<file path="config.mk">
export PLATFORM = sky130hd
export DESIGN_NAME = multicycle_control
export DESIGN_NICKNAME = d
export VERILOG_FILES = /design/src/rtl/multicycle_control.sv
export SDC_FILE = /design/constraint.sdc
export NUM_CORES = 1
export LEC_CHECK = 0
export ABC_AREA = 1
export CAP_MARGIN = 40
export CORE_MARGIN = 2
export CORE_UTILIZATION = 41
export CTS_CLUSTER_SIZE = 30
export DETAILED_ROUTE_END_ITERATION = 10
export GPL_TIMING_DRIVEN = 0
export PLACE_DENSITY = 0.75
export RECOVER_POWER = 100
export SETUP_SLACK_MARGIN = 0.4
export SYNTH_ARGS = -nofsm -noshare
export SYNTH_HDL_FRONTEND = slang
export SYNTH_SLANG_ARGS = --single-unit
</file>
<file path="constraint.sdc">
create_clock -name Clk -period 1.45 [get_ports Clk]
set_input_delay 0.29 -clock Clk [delete_from_list [all_inputs] [get_ports Clk]]
set_output_delay 0.29 -clock Clk [all_outputs]
set_load 0.02 [all_outputs]
</file>
<file path="src/rtl/multicycle_control.sv">
// Moore control FSM for the multicycle MIPS core, with a memory-latency dwell counter.
// Define MULTICYCLE_CTRL_JUMP_EN to decode opcode 000010 (j) into the JUMP state.
module multicycle_control #(
  parameter int MEM_LAT = 1,
  parameter int ST_W    = 4
) (
  input  logic            Clk,
  input  logic            Rst_n,
  input  logic [5:0]      Op,
  output logic            IorD,
  output logic            MemWrite,
  output logic            IRWrite,
  output logic            PCWrite,
  output logic            Branch,
  output logic [1:0]      PCSrc,
  output logic            AluSrcA,
  output logic [1:0]      AluSrcB,
  output logic [1:0]      AluOp,
  output logic            RegWrite,
  output logic            RegDst,
  output logic            MemtoReg,
  output logic            Illegal,
  output logic [ST_W-1:0] State
);

  typedef enum logic [3:0] {
    S_FETCH  = 4'd0,  S_DECODE = 4'd1,  S_MEMADR = 4'd2,  S_MEMRD  = 4'd3,
    S_MEMWB  = 4'd4,  S_MEMWR  = 4'd5,  S_EXEC   = 4'd6,  S_ALUWB  = 4'd7,
    S_BRANCH = 4'd8,  S_ADDIEX = 4'd9,  S_ADDIWB = 4'd10, S_JUMP   = 4'd11
  } state_t;

  localparam logic [5:0] OP_LW   = 6'b100011;
  localparam logic [5:0] OP_SW   = 6'b101011;
  localparam logic [5:0] OP_R    = 6'b000000;
  localparam logic [5:0] OP_BEQ  = 6'b000100;
  localparam logic [5:0] OP_ADDI = 6'b001000;
`ifdef MULTICYCLE_CTRL_JUMP_EN
  localparam logic [5:0] OP_J    = 6'b000010;
`endif
  localparam logic [2:0] LAST    = 3'(MEM_LAT - 1);

  state_t     state_q, state_d;
  logic [2:0] cnt_q, cnt_d;
  logic       illegal_q, illegal_d;
  logic       mem_st, last_beat;
  logic       mem_wr, ir_wr, pc_wr, br, reg_wr;

  assign mem_st    = (state_q == S_FETCH) || (state_q == S_MEMRD) || (state_q == S_MEMWR);
  assign last_beat = (cnt_q == LAST);

  always_ff @(posedge Clk or negedge Rst_n) begin
    if (!Rst_n) begin
      state_q   <= S_FETCH;
      cnt_q     <= 3'd0;
      illegal_q <= 1'b0;
    end else begin
      state_q   <= state_d;
      cnt_q     <= cnt_d;
      illegal_q <= illegal_d;
    end
  end

  always_comb begin
    state_d   = state_q;
    illegal_d = 1'b0;
    cnt_d     = (mem_st && !last_beat) ? cnt_q + 3'd1 : 3'd0;
    case (state_q)
      S_FETCH:  if (last_beat) state_d = S_DECODE;
      S_DECODE: begin
        case (Op)
          OP_LW, OP_SW: state_d = S_MEMADR;
          OP_R:         state_d = S_EXEC;
          OP_BEQ:       state_d = S_BRANCH;
          OP_ADDI:      state_d = S_ADDIEX;
`ifdef MULTICYCLE_CTRL_JUMP_EN
          OP_J:         state_d = S_JUMP;
`endif
          default: begin
            state_d   = S_FETCH;
            illegal_d = 1'b1;
          end
        endcase
      end
      // Only lw/sw reach here; anything other than sw is treated as a load.
      S_MEMADR: state_d = (Op == OP_SW) ? S_MEMWR : S_MEMRD;
      S_MEMRD:  if (last_beat) state_d = S_MEMWB;
      S_MEMWB:  state_d = S_FETCH;
      S_MEMWR:  if (last_beat) state_d = S_FETCH;
      S_EXEC:   state_d = S_ALUWB;
      S_ALUWB:  state_d = S_FETCH;
      S_BRANCH: state_d = S_FETCH;
      S_ADDIEX: state_d = S_ADDIWB;
      S_ADDIWB: state_d = S_FETCH;
      S_JUMP:   state_d = S_FETCH;
      default:  state_d = S_FETCH;
    endcase
  end

  always_comb begin
    IorD     = 1'b0;
    mem_wr   = 1'b0;
    ir_wr    = 1'b0;
    pc_wr    = 1'b0;
    br       = 1'b0;
    PCSrc    = 2'b00;
    AluSrcA  = 1'b0;
    AluSrcB  = 2'b00;
    AluOp    = 2'b00;
    reg_wr   = 1'b0;
    RegDst   = 1'b0;
    MemtoReg = 1'b0;
    case (state_q)
      S_FETCH: begin
        AluSrcB = 2'b01;
        ir_wr   = last_beat;
        pc_wr   = last_beat;
      end
      S_DECODE: AluSrcB = 2'b11;
      S_MEMADR: begin
        AluSrcA = 1'b1;
        AluSrcB = 2'b10;
      end
      S_MEMRD: IorD = 1'b1;
      S_MEMWB: begin
        MemtoReg = 1'b1;
        reg_wr   = 1'b1;
      end
      S_MEMWR: begin
        IorD   = 1'b1;
        mem_wr = last_beat;
      end
      S_EXEC: begin
        AluSrcA = 1'b1;
        AluOp   = 2'b10;
      end
      S_ALUWB: begin
        RegDst = 1'b1;
        reg_wr = 1'b1;
      end
      S_BRANCH: begin
        AluSrcA = 1'b1;
        AluOp   = 2'b01;
        PCSrc   = 2'b01;
        br      = 1'b1;
      end
      S_ADDIEX: begin
        AluSrcA = 1'b1;
        AluSrcB = 2'b10;
      end
      S_ADDIWB: reg_wr = 1'b1;
      S_JUMP: begin
        PCSrc = 2'b10;
        pc_wr = 1'b1;
      end
      default: ;
    endcase
  end

  // Reset leaves the FSM in FETCH, whose final beat (MEM_LAT=1) would otherwise
  // assert the PC/IR loads; all write strobes are masked while reset is held.
  assign MemWrite = mem_wr & Rst_n;
  assign IRWrite  = ir_wr  & Rst_n;
  assign PCWrite  = pc_wr  & Rst_n;
  assign Branch   = br     & Rst_n;
  assign RegWrite = reg_wr & Rst_n;
  assign Illegal  = illegal_q;
  assign State    = ST_W'(state_q);

endmodule

</file>
==> impl_metrics.tcl, run 1 <==
set metrics [dict create \
    status "stopped before the end" \
    lastStage "5_1_grt" \
    error_line "[ERROR DPL-0038] Utilization greater than 100%, impossible to legalize" \
    dieWidth_um 44.10 \
    syn_nets 120 \
    clockBufferDepth 2 \
    grt_max_degree 7 \
    yosysSeqAreaShare 0.3036 \
    avgSynthCellArea_um2 5.994 \
    worst_endpoint_kind "top-level output" \
    synth.distinct_cells 18 \
    syn-cell-area_um2 659.4 \
    yosys_register_bits 8 \
    synthCells 110 \
    htreeDepth 1 \
    gp_congestion 0.8333 \
    cts_buffers 3 \
    cts_root_buf "clkbuf_4" \
    yosysWarnings 0 \
    dp_hpwl_um 1392 \
    start_util 0.4377 \
    numPortBuffers 27 \
    place_inst 153 \
    fp.dieH_um 44.10 \
    rows 14 \
    io_pins 28 \
    worst_endpoint "PCWrite" \
    cts.sinks 8 \
]
per-stage QoR:
step           hold WS, ps  utilization  TNS [ps]  area (um^2)  setup WS, ps
2_1_floorplan       -5.591            -         0        792.0         118.9
3_3_place_gp         446.4       0.7184     -7164         1082         -1053
3_5_place_dp         455.2       0.7184     -7504         1082         -1106
4_1_cts              521.6       0.9037     -1906         1361        -234.7
logic make-up after synthesis:
family | count (synthesis) | synth area share
AOI/OAI and AO/OA | 9 | 0.07020
and+or+nand+nor | 63 | 0.4213
xor gates and xnor gates | 1 | 0.01329
adders and majority gates | 2 | 0.03794
buffers and inverters | 27 | 0.1537
DFF | 8 | 0.3036
synth_stat cells:
library cell	n	share of area
o22ai_1	1	0.0095
nand3_2	1	0.015
dfrtp_1	8	0.30
nor2_1	21	0.12
o21ai_1	1	0.0076
a21oi_1	2	0.015
nand2_1	25	0.14
o21ai_0	5	0.038
inv_2	1	0.0057
nand3_1	6	0.046
nand4_1	1	0.0095
nor2_2	2	0.019
ha_1	2	0.038
xnor2_1	1	0.013
inv_1	26	0.15
nand2_2	4	0.038
nand2_4	1	0.017
nor3_1	2	0.015
timing repair:
item                       CTS
setup endpoints to repair   28
gates cloned                 0
hold buffers                 2
buffers inserted            15
resized for setup          146
hold endpoints to repair     2
pin swaps                   19
==> inputs of run 2 (changes only) <==
- CORE_AREA: not set -> 2 2 63 65
- CORE_MARGIN: 2 -> not set
- CORE_UTILIZATION: 41 -> not set
- CTS_CLUSTER_SIZE: 30 -> not set
- DIE_AREA: not set -> 0 0 65 67
- PLACE_DENSITY: 0.75 -> not set
- PLACE_DENSITY_LB_ADDON: not set -> 0.15
- SETUP_SLACK_MARGIN: 0.4 -> not set
==> run 2 against run 1 <==
Compared with the run above:
- the flow now finishes, with violations (negative setup slack)
- synthesized area unchanged
- synthesized cell count did not move
==> impl_metrics.tcl, run 2 <==
set metrics [dict create \
    htreeDepth 1 \
    clk_pin_slew_worst_paths_ps 40 \
    io_pins 28 \
    synthCells 110 \
    synth-async-reset-ratio 1.000 \
    tritoncts "done" \
    fmax_ghz 0.6154 \
    cts_hold_buf 0 \
    synth_top_area_share 0.3036 \
    numPortBuffers 27 \
    worst_setup_path_end_kind "output pin" \
    final_cell_mix "nand2_1 (20), buf_4 (16), inv_1 (14), nor2_1 (13), inv_2 (11)" \
    yosys-top-cells-count "inv_1 (26), nand2_1 (25), nor2_1 (21)" \
    arrival_ps 1330 \
    largest_reg_flops 4 \
    path_class "reg2out" \
    fin_setup_tns_ps -1002 \
    yosys_register_bits 8 \
    slew_headroom 0.7951 \
    maxCapViolCount 0 \
    firstDrtPassIters 4 \
    vias_per_cell 3.899 \
    start_util 0.1829 \
    synth-xor-area-share 0.01328 \
    violations "negative setup slack" \
    syn-cell-area_um2 659.4 \
    skew_ps 4.810 \
    routed_wl_um 1881 \
    grt_max_degree 11 \
    synth_top_cell_by_area "dfrtp_1" \
    cts_buffers 3 \
    diodes 0 \
    power.leakage_nw 0.6114 \
    pre_cts_slack_ps -943.0 \
    drt-initial-drc-count 12 \
    first_global_vias 797 \
    dp_hpwl_um 1513 \
    core-area_mm2 0.003606 \
    rsz0062_at_grt "true" \
    cts.sinks 8 \
    syn_to_final_growth_pct 81.40 \
    setup.worst_path.start_class "flip-flop" \
    synthAdderAreaFrac 0.03795 \
    dieWidth_um 65 \
    yosysWarnings 0 \
    synth_top_family_by_area "simple AND/OR/NAND/NOR gates" \
    synth_edf_count 0 \
    cts_root_buf "clkbuf_8" \
    setup_viol 11 \
    cp_max_fo 2 \
    rows 22 \
    dieArea_mm2 0.004355 \
    fp.dieH_um 67 \
    gp_congestion 0.7600 \
    finalMaxSlewViolations 0 \
    power.density_mw_per_mm2 1347 \
    vias 776 \
    cp_data_required_time_ps 1160 \
    drive_above_1_share 0.4768 \
    synth_ff_type "dfrtp_1" \
    gr-total-overflow 0 \
    layout_commonest_cell "nand2_1" \
    synth_area_leaders "dfrtp_1 (30%), inv_1 (15%), nand2_1 (14%), nor2_1 (12%), nand3_1 (4.6%)" \
    syn_nets 120 \
    synth.distinct_cells 18 \
    yosysSeqAreaShare 0.3036 \
    wire_per_inst_um 9.452 \
    yosysMostFrequentCell "inv_1" \
    worstMarginPinSlew_ps 306.2 \
    finalCritPeriodShare 1.121 \
    drc 0 \
    grt_antenna_before_repair 0 \
    clockBufferDepth 2 \
    timing.final.crit_period_ps 1625 \
    avgSynthCellArea_um2 5.994 \
    status "finished, violations left" \
    synth-simple-area-share 0.4213 \
    hold_class "in2async" \
    synthMuxAreaShare 0 \
    ir_worst_vdd_uv 306.6 \
    timing.final.hold_violations 0 \
    ant_nets 0 \
    fin_nets 162 \
    grt_pass1_wl_um 3429 \
    grt_use_total 0.1023 \
    synth_compound_area_frac 0.07021 \
    clock_latency_ps 230 \
    timing.final.ws_setup_ps -174.9 \
]
-- run 2: cell counts after synthesis --
Identical to the previous run, type by type.
-- run 2: kinds of logic (layout without fill, tap and decap cells) --
group | count (synthesis) | in the layout
XOR/XNOR | 1 | 1
AND/OR/NAND/NOR | 63 | 63
flip-flops | 8 | 8
adder cells (fa/ha/maj) | 2 | 2
AO/OA/AOI/OAI | 9 | 9
buffers and inverters | 27 | 68
-- run 2: power breakdown --
part | switching (mW) | leakage, nW | internal, mW | total [mW]
Clock | 0.0866 | 0.0228 | 0.190 | 0.277
Combinational | 0.568 | 0.487 | 0.418 | 0.986
Sequential | 0.0746 | 0.101 | 0.274 | 0.348
-- run 2: layout make-up --
class,instances,area [um^2]
Tap cell,48,60.06
Fill cell,412,2410
Timing Repair Buffer,37,327.8
Multi-Input combinational cell,75,451.7
Inverter,27,106.4
Clock buffer,4,45.04
Sequential cell,8,205.2
-- run 2: critical path, stage by stage, from the launching register on --
cell	delay, ps
dfrtp_1	370
inv_1	60
ha_2	160
inv_2	40
nor2_4	100
nand3_2	100
a21oi_2	140
buf_6	130
-- run 2: timing repair --
| action | CTS | global route |
|---|---|---|
| gates resized for setup | 112 | 23 |
| pin swaps | 10 | 8 |
| setup endpoints to repair | 19 | 18 |
| setup buffers | 8 | 2 |
-- run 2: worst paths after layout --
kind / start / end / slack (ps) / depth (start not counted)
setup / recovery: cnt_q[0] / PCWrite / -170 / 7
hold / removal: Rst_n / State[1] / 20 / 1
min in group Clk: cnt_q[0] / cnt_q[0] / 540 / 2
max in group asynchronous: Rst_n / State[2] / 1200 / 1
hold reg to reg: cnt_q[0] / cnt_q[0] / 540 / 2
setup reg to reg: State[1] / State[2] / 120 / 8
-- run 2: routing by layer --
metal,GRT usage,vias to the layer above,share of wire,wire [um]
met2,0.1869,17,0.51,950
met4,0.04787,0,0.0096,18
li1,-,410,-,-
met3,0.02027,2,0.043,80
met5,0,-,0,0
met1,0.1133,347,0.44,832
-- run 2: per-stage QoR --
stage	hold WS [ps]	cells	utilization	total power, mW	area [um^2]
floorplan	-5.591	110	-	0.8205	674.4
global placement	452.7	185	0.2786	1.174	1005
detailed placement	461.6	185	0.2786	1.174	1005
CTS	23.30	197	0.3175	1.577	1145
global route	24.93	199	0.3317	1.747	1196
finish	21.95	199	0.3317	1.612	1196
No activity file was read; power rests on OpenSTA's default activity.
